[src/rtl/rchan_receiver_pkg.sv]
// rtl/rchan_receiver_pkg.sv - shared types and constants for the right-channel receiver
package rchan_receiver_pkg;

  typedef enum logic [1:0] {
    REARM = 2'd0,
    IDLE  = 2'd1,
    ACKED = 2'd2
  } rstate_t;

  localparam int SYNC_STAGES_DEF = 2;
  localparam int TOK_W           = 16;

endpackage

[src/rtl/rchan_fifo.sv]
// rtl/rchan_fifo.sv - synchronous FIFO with registered head entry and valid flag
module rchan_fifo #(
  parameter int WIDTH = 8,
  parameter int DEPTH = 4
) (
  input  logic             clk,
  input  logic             rst,
  input  logic             push,
  input  logic             pop,
  input  logic [WIDTH-1:0] din,
  output logic             full,
  output logic             empty,
  output logic             valid,
  output logic [WIDTH-1:0] head
);

  localparam int AW = $clog2(DEPTH);

  logic [WIDTH-1:0] mem [DEPTH];
  logic [AW-1:0]    wr_ptr, rd_ptr, rd_next;
  logic [AW:0]      count, count_after_pop;

  assign full            = (count == (AW+1)'(DEPTH));
  assign empty           = (count == '0);
  assign rd_next         = rd_ptr + AW'(pop);
  assign count_after_pop = count - (AW+1)'(pop);

  // Head and valid look only at entries already in memory, so a push is
  // visible one edge after it lands; a pop advances the head on its own edge.
  always_ff @(posedge clk or posedge rst) begin
    if (rst) begin
      wr_ptr <= '0;
      rd_ptr <= '0;
      count  <= '0;
      valid  <= 1'b0;
      head   <= '0;
    end else begin
      if (push) wr_ptr <= wr_ptr + AW'(1);
      rd_ptr <= rd_next;
      count  <= count_after_pop + (AW+1)'(push);
      valid  <= (count_after_pop != '0);
      if (count_after_pop != '0) head <= mem[rd_next];
    end
  end

  always_ff @(posedge clk) begin
    if (push) mem[wr_ptr] <= din;
  end

endmodule

[src/rtl/rchan_receiver.sv]
// rtl/rchan_receiver.sv - 4-phase bundled-data receiver turning Rreq/Rack into a valid/ready stream
module rchan_receiver
  import rchan_receiver_pkg::*;
#(
  parameter int WIDTH       = 8,
  parameter int DEPTH       = 4,
  parameter int SYNC_STAGES = SYNC_STAGES_DEF
) (
  input  logic             clk,
  input  logic             rst,
  input  logic             req,
  input  logic [WIDTH-1:0] data_in,
  output logic             ack,
  output logic             out_valid,
  input  logic             out_ready,
  output logic [WIDTH-1:0] out_data,
  output logic [TOK_W-1:0] tok_count
);

  logic [SYNC_STAGES-1:0] sync_q, prime_q;
  logic                   req_s, primed;
  rstate_t                state, state_nx;
  logic                   push, pop, fifo_full, fifo_empty;
  logic [TOK_W-1:0]       tok_q;

  // prime_q fills alongside the synchroniser so REARM ignores the reset
  // value of req_s and waits for a genuinely sampled low request.
  genvar i;
  generate
    for (i = 0; i < SYNC_STAGES; i++) begin : g_sync
      if (i == 0) begin : g_first
        always_ff @(posedge clk or posedge rst) begin
          if (rst) begin
            sync_q[0]  <= 1'b0;
            prime_q[0] <= 1'b0;
          end else begin
            sync_q[0]  <= req;
            prime_q[0] <= 1'b1;
          end
        end
      end else begin : g_rest
        always_ff @(posedge clk or posedge rst) begin
          if (rst) begin
            sync_q[i]  <= 1'b0;
            prime_q[i] <= 1'b0;
          end else begin
            sync_q[i]  <= sync_q[i-1];
            prime_q[i] <= prime_q[i-1];
          end
        end
      end
    end
  endgenerate

  assign req_s  = sync_q[SYNC_STAGES-1];
  assign primed = prime_q[SYNC_STAGES-1];

  always_ff @(posedge clk or posedge rst) begin
    if (rst) state <= REARM;
    else     state <= state_nx;
  end

  always_comb begin
    state_nx = state;
    case (state)
      REARM:   if (primed && !req_s)     state_nx = IDLE;
      IDLE:    if (req_s && !fifo_full)  state_nx = ACKED;
      ACKED:   if (!req_s)               state_nx = IDLE;
      default:                           state_nx = REARM;
    endcase
  end

  always_comb begin
    push = 1'b0;
    if (state == IDLE && req_s && !fifo_full) push = 1'b1;
  end

  always_ff @(posedge clk or posedge rst) begin
    if (rst) begin
      ack   <= 1'b0;
      tok_q <= '0;
    end else begin
      ack   <= (state_nx == ACKED);
      tok_q <= tok_q + TOK_W'(push);
    end
  end

  assign pop       = out_valid && out_ready && !fifo_empty;
  assign tok_count = tok_q;

  rchan_fifo #(
    .WIDTH (WIDTH),
    .DEPTH (DEPTH)
  ) u_fifo (
    .clk   (clk),
    .rst   (rst),
    .push  (push),
    .pop   (pop),
    .din   (data_in),
    .full  (fifo_full),
    .empty (fifo_empty),
    .valid (out_valid),
    .head  (out_data)
  );

endmodule
[config.mk]
export PLATFORM = sky130hd
export DESIGN_NAME = rchan_receiver
export DESIGN_NICKNAME = d
export VERILOG_FILES = /design/src/rtl/rchan_receiver_pkg.sv /design/src/rtl/rchan_fifo.sv /design/src/rtl/rchan_receiver.sv
export SDC_FILE = /design/constraint.sdc
export NUM_CORES = 1
export LEC_CHECK = 0
export CORE_MARGIN = 1
export CORE_UTILIZATION = 45
export DETAILED_ROUTE_END_ITERATION = 12
export GPL_ROUTABILITY_DRIVEN = 0
export PLACE_DENSITY = 0.67
export SYNTH_ARGS = -nofsm -noshare
export SYNTH_HDL_FRONTEND = slang
export SYNTH_SLANG_ARGS = --single-unit
[constraint.sdc]
create_clock -name clk -period 4.7 [get_ports clk]
set_clock_uncertainty 0.15 [all_clocks]
set_input_delay 1.175 -clock clk [delete_from_list [all_inputs] [get_ports clk]]
set_output_delay 1.175 -clock clk [all_outputs]
set_load 0.005 [all_outputs]
# [Yosys cells after proc, flatten, opt, wreduce, memory -nomap -nowiden]
# Memories as Yosys holds them, arrays and structs flattened. A register that Yosys moved wholly into a read port is not among the register bits.
# Cells that the tools add are included.
[totals] word_cells=40 ramBits=32 output_inout_bits=26 input_bits=12 register_bits=31 mem_count=1
[memory_table] memory="u_fifo.mem" depth=4 width=8 rd=1 rd_clocked_by_memory_dff=1 write_ports=1 line="rchan_fifo.sv:19" source="logic [WIDTH-1:0] mem [DEPTH];"
[classes] n_reduce_logical=12 eq_ne=4 n_addsub=5 n_mux=7
[op_table] operator="$add 16x1->16" count=1
[op_table] operator="$logic_and 1x1->1" count=6
[op_table] operator="$mux 2" count=3
[op_table] operator="$pmux 2 s3" count=1
[op_table] operator="$eq 2x2->1 const B" count=2
[op_table] operator="$add 3x1->3" count=1
[op_table] operator="$eq 3x3->1 const B" count=1
[op_table] operator="$logic_not 1->1" count=3
[op_table] operator="$logic_not 3->1" count=1
[op_table] operator="$mux 1" count=3
[op_table] operator="$reduce_bool 3->1" count=1
[op_table] operator="$sub 3x1->3" count=1
[op_table] operator="$add 2x1->2" count=1
[op_table] operator="$add 2x1->2 const B" count=1
[op_table] operator="$eq 2x1->1 const B" count=1
[op_table] operator="$logic_not 2->1" count=1

# [Logic depth before layout (Yosys ltp)]
# Gate-level depths: netlist (run 1).
[logic_depth] word_depth=6 ltp_mapped=10 mapped_depth_nobuf=8

# [Cells and area by module]
# Synthesis (run 1) repeated with hierarchy kept, for this count alone.
[hier_totals] hier_cells=174 hier_area_um2=2887.8
[modules_own_cells] mod="rchan_fifo" area_each_um2=1898.1 seq_area_each_um2=1361.3 n_inst=1 cells_each=96
[modules_own_cells] mod="rchan_receiver" area_each_um2=989.7 seq_area_each_um2=575.6 n_inst=1 cells_each=78

# [Least setup slack after synthesis (run 1)]
# Ideal clock, no wire load.
[synth_timing] path_type="input port to flip-flop" start="input out_ready" end="register u_fifo.head[0] (read register of u_fifo.mem)" arrival_time_ps=2540 required_time_ps=4425 setup_ps=125 path_buffers=1 cell_stages=7 path_slack_ps=1886 path_cell_list="o311a_1 ha_1 ha_1 xnor2_1 and3_1 buf_2 mux2_2"
[synth_via] elab_chain_len=4 word_cells_on_any_way=5 cone_classes="2 x add/sub; 3 x reduce/logical"
[synth_rtl] item="from (decl)" line="rchan_receiver.sv:15" source="input logic out_ready,"
[synth_rtl] item="$logic_and 1x1->1 (*) (2 in series)" line="rchan_receiver.sv:88" source="assign pop = out_valid && out_ready && !fifo_empty;"
[synth_rtl] item="$sub 3x1->3" line="rchan_fifo.sv:26" source="assign count_after_pop = count - (AW+1)'(pop);"
[synth_rtl] item="$reduce_bool 3->1" line="rchan_fifo.sv:42" source="if (count_after_pop != '0) head <= mem[rd_next];"
[synth_rtl] item="to (decl)" line="rchan_fifo.sv:14" source="output logic [WIDTH-1:0] head"
# Mark *: on every way between the ends. The rest lies on a longest branch, timed or not.
# A chain may end at the register's enable or synchronous reset.

# [Worst setup path in the final report (run 1)]
[layout_timing] start="input out_ready" end="register u_fifo.head[1] (read register of u_fifo.mem)"
# The elaborated chain is that of the path after synthesis.

==> results of run 1 <==
-- state kept, by name (all words and copies together) (netlist names), 2 cells and up --
| register | cells |
|---|---|
| state | 2 |
| tok_count | 16 |
| u_fifo.count | 3 |
| u_fifo.head | 8 |
| u_fifo.mem | 32 |
| u_fifo.rd_ptr | 2 |
| u_fifo.wr_ptr | 2 |
-- through the flow --
step                hold slack (ps)  cell area (um2)  std cells
global route                  209.3             3498        288
floorplan                     181.2             2809        163
global placement              184.0             3254        272
detailed placement            185.5             3254        272
CTS                           202.8             3498        288
finish                        201.2             3498        288
-- final cells by class --
cell class,instances,share of cell area (%)
well taps,75,2.682
clock buffers,9,3.541
multi-input cells,79,23.21
repair buffers,38,10.80
inverters,9,0.9657
clock inverters,7,3.433
flip-flops and latches,71,55.36
-- power breakdown --
| group | total (mW) | leakage (nW) | internal (mW) | switching (mW) |
|---|---|---|---|---|
| registers | 0.849 | 0.777 | 0.773 | 0.0760 |
| clock network | 0.578 | 0.120 | 0.354 | 0.224 |
| logic | 0.568 | 0.521 | 0.339 | 0.230 |
| total | 2.00 | 1.42 | 1.47 | 0.530 |
-- cell usage in the layout (no fill, tap or decap), types with 2 or more instances in the layout --
| master | netlist | layout |
|---|---|---|
| nand2_1 | 4 | 4 |
| nand3_1 | 7 | 7 |
| clkbuf_8 | 0 | 9 |
| and4_1 | 3 | 3 |
| xor2_1 | 2 | 2 |
| clkdlybuf4s50_1 | 0 | 37 |
| xnor2_1 | 15 | 15 |
| o21bai_1 | 2 | 2 |
| and2_1 | 4 | 4 |
| nor2_1 | 3 | 3 |
| edfxtp_1 | 32 | 32 |
| dfrtp_1 | 39 | 39 |
| nand4_1 | 3 | 3 |
| inv_1 | 9 | 9 |
| and3_1 | 3 | 3 |
| bufinv_16 | 0 | 3 |
| mux4_1 | 8 | 8 |
| ha_1 | 11 | 11 |
| mux2_2 | 9 | 9 |
-- cells by family (layout without fill, tap and decap cells) --
family                     Yosys count  count (layout)  share of synthesized area [%]
and+or+nand+nor                     28              28                          5.701
adders and majority gates           11              11                          4.900
AOI/OAI and AO/OA                    4               4                          1.203
DFF                                 71              71                          68.95
muxes                               17              17                          11.09
xor gates and xnor gates            18              18                          5.880
other                                1               1                         0.1335
buffers and inverters               13              63                          2.138
-- metal layers --
metal | up-vias | global-route usage [%] | share of wire [%]
li1 | 688 | - | -
met1 | 764 | 18.29 | 40
met2 | 45 | 29.41 | 53
met3 | 10 | 3.258 | 3.9
met4 | 0 | 10.71 | 2.3
met5 | - | 0 | 0
-- worst max-delay path by stage --
stage / endpoint / startpoint
3_3_place_gp: u_fifo.head[6] / out_ready
3_5_place_dp: u_fifo.head[6] / out_ready
2_1_floorplan: u_fifo.head[0] / out_ready
4_1_cts: u_fifo.head[1] / out_ready
6_report: u_fifo.head[1] / out_ready
5_1_grt: u_fifo.head[1] / out_ready
-- worst max-delay path: cells and delay by family --
| family | cells | cell delay [ps] |
|---|---|---|
| fa+ha+maj | 2 | 390 |
| buf+inv | 1 | 410 |
| simple gates | 1 | 490 |
| compound gates | 1 | 150 |
| xor+xnor | 1 | 250 |
| mux | 1 | 390 |
==> metrics.txt, run 1 <==
# TYPE chip_impl_metric gauge
chip_impl_metric{name="first_iter_violations",unit=""} 67
chip_impl_info{name="result_of_the_run",value="finished, final reports clean"} 1
chip_impl_info{name="kind_of_start_point_of_the_critical_path",value="input pin"} 1
chip_impl_metric{name="async_flop_share",unit="%"} 54.93
chip_impl_metric{name="final.fill_count",unit=""} 481
chip_impl_info{name="timing.rr.start",value="u_fifo.count[2]"} 1
chip_impl_metric{name="syn_inst",unit=""} 163
chip_impl_info{name="synth.area.top_cells",value="dfrtp_1 (35%), edfxtp_1 (34%), mux4_1 (7.5%)"} 1
chip_impl_metric{name="h-tree-depth",unit=""} 3
chip_impl_info{name="critical-path-slowest-cell",value="and3_1"} 1
chip_impl_metric{name="power_leakage",unit="nW"} 1.417
chip_impl_metric{name="timing.slew.headroom",unit="%"} 63.76
chip_impl_metric{name="drt-wirelength-per-cell",unit="um"} 16.48
chip_impl_metric{name="clock_tree.buffer_depth",unit=""} 2
chip_impl_metric{name="achievable-frequency",unit="GHz"} 0.3140
chip_impl_metric{name="syn-num-nets",unit=""} 186
chip_impl_metric{name="cts-hold-fix-buffers",unit=""} 0
chip_impl_info{name="path_common_cell",value="ha_1"} 1
chip_impl_metric{name="die_x",unit="um"} 81.01
chip_impl_metric{name="timing.critical_path.required",unit="ps"} 4770
chip_impl_metric{name="floorplan.rows",unit=""} 28
chip_impl_info{name="tritoncts",value="built"} 1
chip_impl_metric{name="ir_worst_vdd",unit="mV"} 0.2723
chip_impl_metric{name="dieArea",unit="um2"} 6562
chip_impl_metric{name="final_max_slew_viol_count",unit=""} 0
chip_impl_metric{name="postSynthAreaPerCell",unit="um2"} 17.23
chip_impl_metric{name="floorplan.die.height",unit="um"} 81.01
chip_impl_metric{name="pin_count_of_the_biggest_net_entering_global_routing",unit=""} 40
chip_impl_info{name="worstSetupEndpointType",value="register"} 1
chip_impl_metric{name="setup_viol_count_final",unit=""} 0
chip_impl_metric{name="io-pin-count",unit=""} 38
chip_impl_metric{name="clock_transition_time_at_the_flip_flop_clock_pins_of_the_worst_setup_and_hold_paths",unit="ps"} 70
chip_impl_metric{name="post_synth_instance_area",unit="um2"} 2809
chip_impl_metric{name="finalCritPeriodShare",unit="%"} 67.77
chip_impl_metric{name="post-dp-hpwl",unit="mm"} 3.276
chip_impl_metric{name="grt_remaining_overflow",unit=""} 0
chip_impl_metric{name="fin_util",unit="%"} 58.74
chip_impl_metric{name="flow.area_growth_from_synthesis",unit="%"} 24.54
chip_impl_info{name="synthDominantAreaCellType",value="dfrtp_1"} 1
chip_impl_metric{name="grt_pass1_vias",unit=""} 1602
chip_impl_metric{name="routed-via-count",unit=""} 1507
chip_impl_metric{name="antenna_cells_inserted",unit=""} 0
chip_impl_info{name="crit_chain",value="clkdlybuf4s50_1 > o311a_1 > ha_1 > ha_1 > xnor2_1 > and3_1 > mux2_2"} 1
chip_impl_metric{name="yosysSeqAreaShare",unit="%"} 68.95
chip_impl_metric{name="total_power",unit="mW"} 1.995
chip_impl_info{name="dominantRegCellSynth",value="dfrtp_1"} 1
chip_impl_metric{name="buffer_ports.inserted",unit=""} 37
chip_impl_info{name="hold_path.startpoint",value="prime_q[0]"} 1
chip_impl_metric{name="synth_seq_cells",unit=""} 71
chip_impl_metric{name="setup-tns-final",unit="ps"} 0
chip_impl_metric{name="ff_latch_area",unit="um2"} 1937
chip_impl_metric{name="ant_nets",unit=""} 0
chip_impl_metric{name="initial_utilization",unit="%"} 47.16
chip_impl_info{name="hold_path_class",value="register to register"} 1
chip_impl_metric{name="antenna_violations_before_repair",unit=""} 0
chip_impl_metric{name="post_cts.repair.setup_buffers",unit=""} 0
chip_impl_metric{name="postCtsResizedCells",unit=""} 0
chip_impl_metric{name="setup_ws",unit="ps"} 1515
chip_impl_metric{name="grt_util_all_layers",unit="%"} 16.67
chip_impl_metric{name="clk_latency",unit="ps"} 330
chip_impl_metric{name="ys_warn_count",unit=""} 0
chip_impl_metric{name="layout.nets",unit=""} 231
chip_impl_metric{name="hold_depth",unit=""} 0
chip_impl_metric{name="crit_path_max_fanout",unit=""} 9
chip_impl_metric{name="cts-buffers-inserted",unit=""} 9
chip_impl_info{name="worstSetupPathType",value="input pin to register"} 1
chip_impl_metric{name="core_area",unit="um2"} 5956
chip_impl_metric{name="routed_wirelength",unit="mm"} 4.747
chip_impl_metric{name="worst-endpoint-arrival",unit="ps"} 3250
chip_impl_metric{name="avgViaCountPerCell",unit=""} 5.233
chip_impl_metric{name="drive_gt1_share",unit="%"} 12.68
chip_impl_metric{name="post_synth_num_cell_types",unit=""} 23
chip_impl_metric{name="rrSetupSlack",unit="ps"} 2120
chip_impl_metric{name="power_per_cell_area",unit="nW/um2"} 570.3
chip_impl_info{name="reg2reg_capture_point",value="u_fifo.head[1]"} 1
chip_impl_metric{name="worst_margin_slew",unit="ps"} 541.0
chip_impl_metric{name="count_of_flip_flops_with_a_built_in_enable_after_synthesis",unit=""} 32
chip_impl_info{name="synthMostInstantiatedCell",value="dfrtp_1"} 1
chip_impl_metric{name="place_worst_setup_slack",unit="ps"} 1150
chip_impl_metric{name="finalHoldViolations",unit=""} 0
chip_impl_metric{name="drtPass1Iterations",unit=""} 4
chip_impl_info{name="unrepaired_setup_endpoints_after_global_routing",value="false"} 1
chip_impl_metric{name="timing.final.crit_period",unit="ps"} 3185
chip_impl_metric{name="drc_errors",unit=""} 0
chip_impl_info{name="min_delay_worst_endpoint",value="primed"} 1
chip_impl_info{name="clockRootBuffer",value="clkbuf_8"} 1
chip_impl_metric{name="timing.max_cap.violations",unit=""} 0
chip_impl_info{name="top_cells_by_instance_count_after_synthesis",value="dfrtp_1 (39), edfxtp_1 (32), xnor2_1 (15), ha_1 (11)"} 1
chip_impl_metric{name="wire_length_of_the_first_global_routing_pass",unit="mm"} 7.693
chip_impl_metric{name="clock_sinks",unit=""} 71
chip_impl_metric{name="rr_worst_depth",unit=""} 6
chip_impl_metric{name="multiInputGateArea",unit="um2"} 812.0
chip_impl_metric{name="synth_top_area_share",unit="%"} 34.74
chip_impl_metric{name="max_stage_delay",unit="ps"} 490
Note: power is estimated with default switching activity, not from simulation.
==> run 2, diff against run 1 <==
==> constraint.sdc (replaced) <==
create_clock -name clk -period 3.1 [get_ports clk]
set_clock_uncertainty 0.15 [all_clocks]
set_input_delay 0.775 -clock clk [delete_from_list [all_inputs] [get_ports clk]]
set_output_delay 0.775 -clock clk [all_outputs]
set_load 0.005 [all_outputs]
==> run 2 against run 1 <==
Clock power increased by 31%. Critical path type unchanged. Via count fell by 3.5%. Worst hold slack lost 2.9 ps. First-iteration DRC count shrank 37%. Core utilization up 0.15 points. Cell count increased by 1.0%.
==> metrics.txt, run 2 (synthesis gave the netlist of run 1 again) <==
# TYPE chip_impl_metric gauge
chip_impl_metric{name="die_x",unit="um"} 81.01
chip_impl_info{name="layout.cells.most_common_list",value="dfrtp_1 (39), clkdlybuf4s50_1 (37), edfxtp_1 (32), xnor2_1 (15), ha_1 (11)"} 1
chip_impl_metric{name="grt_remaining_overflow",unit=""} 0
chip_impl_metric{name="flow.area_growth_from_synthesis",unit="%"} 24.86
chip_impl_metric{name="drive_gt1_share",unit="%"} 12.50
chip_impl_metric{name="final-instance-count-excl-fill",unit=""} 291
chip_impl_metric{name="drt-wirelength-per-cell",unit="um"} 15.53
chip_impl_metric{name="setup_ws",unit="ps"} 501.8
chip_impl_info{name="hold_path.startpoint",value="prime_q[0]"} 1
chip_impl_metric{name="h-tree-depth",unit=""} 3
chip_impl_metric{name="post-dp-hpwl",unit="mm"} 3.103
chip_impl_metric{name="layout.nets",unit=""} 234
chip_impl_metric{name="finalCritPeriodShare",unit="%"} 83.81
chip_impl_metric{name="placed_cell_area",unit="um2"} 3302
chip_impl_metric{name="power_per_cell_area",unit="nW/um2"} 856.6
chip_impl_info{name="result_of_the_run",value="finished, final reports clean"} 1
chip_impl_metric{name="clock_transition_time_at_the_flip_flop_clock_pins_of_the_worst_setup_and_hold_paths",unit="ps"} 60
chip_impl_metric{name="fin_util",unit="%"} 58.89
chip_impl_metric{name="timing.final.crit_period",unit="ps"} 2598
chip_impl_metric{name="rr_worst_depth",unit=""} 7
chip_impl_metric{name="routed_wirelength",unit="mm"} 4.518
chip_impl_metric{name="post_cts.repair.setup_buffers",unit=""} 0
chip_impl_metric{name="timing.critical_path.required",unit="ps"} 3160
chip_impl_metric{name="postCtsResizedCells",unit=""} 0
chip_impl_metric{name="worst-endpoint-arrival",unit="ps"} 2660
chip_impl_info{name="min_delay_worst_endpoint",value="primed"} 1
chip_impl_metric{name="grt_pass1_vias",unit=""} 1455
chip_impl_metric{name="hold_depth",unit=""} 0
chip_impl_info{name="kind_of_start_point_of_the_critical_path",value="input pin"} 1
chip_impl_metric{name="clk_latency",unit="ps"} 330
chip_impl_metric{name="pwr-share-seq",unit="%"} 42.8
chip_impl_metric{name="floorplan.die.height",unit="um"} 81.01
chip_impl_info{name="unrepaired_setup_endpoints_after_global_routing",value="false"} 1
chip_impl_metric{name="power_report.internal_total",unit="mW"} 2.215
chip_impl_metric{name="grt_util_all_layers",unit="%"} 15.68
chip_impl_metric{name="power.clock.fraction",unit="%"} 25.3
chip_impl_metric{name="place_worst_setup_slack",unit="ps"} 169.9
chip_impl_info{name="reg2reg_capture_point",value="u_fifo.head[0]"} 1
chip_impl_metric{name="buffer_ports.inserted",unit=""} 37
chip_impl_metric{name="final_max_slew_viol_count",unit=""} 0
chip_impl_info{name="tritoncts",value="built"} 1
chip_impl_metric{name="initial_utilization",unit="%"} 47.16
chip_impl_metric{name="rrSetupSlack",unit="ps"} 700
chip_impl_metric{name="routed-via-count",unit=""} 1454
chip_impl_metric{name="worst_margin_slew",unit="ps"} 513.5
chip_impl_metric{name="crit_path_max_fanout",unit=""} 9
chip_impl_metric{name="io-pin-count",unit=""} 38
chip_impl_metric{name="floorplan.rows",unit=""} 28
chip_impl_metric{name="antenna_violations_before_repair",unit=""} 0
chip_impl_metric{name="place.detailed.instances",unit=""} 275
chip_impl_metric{name="setup_viol_count_final",unit=""} 0
chip_impl_metric{name="p_sw",unit="uW"} 789.5
chip_impl_metric{name="clock_sinks",unit=""} 71
chip_impl_metric{name="cts-hold-fix-buffers",unit=""} 0
chip_impl_metric{name="pin_count_of_the_biggest_net_entering_global_routing",unit=""} 40
chip_impl_metric{name="final.fill_count",unit=""} 466
chip_impl_metric{name="ir_worst_vdd",unit="mV"} 0.4149
chip_impl_metric{name="core_area",unit="um2"} 5956
chip_impl_metric{name="cts-buffers-inserted",unit=""} 9
chip_impl_metric{name="achievable-frequency",unit="GHz"} 0.3849
chip_impl_info{name="most_frequent_standard_cell_in_the_layout_excluding_fill_and_tap_cells",value="dfrtp_1"} 1
chip_impl_metric{name="p_sw_share",unit="%"} 26.28
chip_impl_metric{name="wire_length_of_the_first_global_routing_pass",unit="mm"} 7.245
chip_impl_metric{name="ant_nets",unit=""} 0
chip_impl_info{name="hold_path_class",value="register to register"} 1
chip_impl_metric{name="finalHoldViolations",unit=""} 0
chip_impl_metric{name="timing.max_cap.violations",unit=""} 0
chip_impl_metric{name="antenna_cells_inserted",unit=""} 0
chip_impl_metric{name="setup-tns-final",unit="ps"} 0
chip_impl_metric{name="power_leakage",unit="nW"} 1.425
chip_impl_metric{name="first_iter_violations",unit=""} 42
chip_impl_metric{name="drtPass1Iterations",unit=""} 4
chip_impl_metric{name="dieArea",unit="um2"} 6562
chip_impl_info{name="worstSetupEndpointType",value="register"} 1
chip_impl_metric{name="drc_errors",unit=""} 0
chip_impl_metric{name="postLayoutCellArea",unit="um2"} 3507
chip_impl_metric{name="avgViaCountPerCell",unit=""} 4.997
chip_impl_metric{name="timing.slew.headroom",unit="%"} 65.76
chip_impl_info{name="worstSetupPathType",value="input pin to register"} 1
chip_impl_info{name="registers.top_by_ff_count",value="u_fifo.mem"} 1
chip_impl_metric{name="clock_tree.buffer_depth",unit=""} 2
chip_impl_metric{name="largest_reg_flops",unit=""} 32
chip_impl_metric{name="comb_power_share",unit="%"} 32.0
chip_impl_info{name="clockRootBuffer",value="clkbuf_8"} 1
chip_impl_info{name="timing.rr.start",value="u_fifo.count[2]"} 1
==> run 2: cell count changes in the layout (fill, tap and decap cells not counted), sizes merged <==
cell | previous run | this run
clkinv | 2 | 3
clkbuf | 9 | 11
inv | 10 | 9
clkinvlp | 1 | 0
bufinv | 3 | 2
buf | 1 | 4
==> run 2: per-layer routing <==
| layer | global-route usage [%] | up-vias | part of all wire, % |
|---|---|---|---|
| li1 | - | 691 | - |
| met2 | 26.05 | 41 | 50 |
| met4 | 8.571 | 0 | 1.7 |
| met5 | 0 | - | 0 |
| met1 | 18.78 | 714 | 44 |
| met3 | 3.820 | 8 | 3.6 |
==> run 2: layout make-up <==
type / count / area [um2] / share of cell area, %
flip-flops and latches: 71 / 1937 / 55.23
multi-input cells: 79 / 812.0 / 23.15
repair buffers: 41 / 425.4 / 12.13
clock buffers: 11 / 131.4 / 3.746
well taps: 75 / 93.84 / 2.676
clock inverters: 5 / 73.82 / 2.105
inverters: 9 / 33.78 / 0.9633
==> run 2: through the flow <==
step                power [mW]  hold WS [ps]
detailed placement       2.290         184.7
CTS                      3.051         199.9
global route             3.184         207.0
floorplan                1.861         181.2
global placement         2.220         183.6
finish                   3.004         198.3
==> run 2: worst max-delay path by stage <==
| stage | from | slack, ps | end | cells after the start |
|---|---|---|---|---|
| after detailed placement | out_ready | 170 | u_fifo.head[0] | 8 |
| final | out_ready | 500 | u_fifo.head[0] | 8 |
| after CTS | out_ready | 500 | u_fifo.head[0] | 8 |
| after floorplan | out_ready | 690 | u_fifo.head[0] | 7 |
| after global routing | out_ready | 410 | u_fifo.head[0] | 8 |
| after global placement | out_ready | 200 | u_fifo.head[0] | 6 |
==> run 2: power groups by stage <==
stage	Clock (mW)	Combinational [mW]	Sequential [mW]
2_1_floorplan	0	0.579	1.28
3_3_place_gp	0	0.933	1.29
3_5_place_dp	0	0.985	1.31
4_1_cts	0.777	0.988	1.29
5_1_grt	0.821	1.06	1.30
6_report	0.759	0.960	1.29
==> run 2: critical path, stage by stage <==
cell and delay (ps):
clkdlybuf4s50_1 400, o311a_1 150, ha_1 190, ha_1 180, xnor2_1 220, and3_1 250
buf_12 150, mux2_2 330
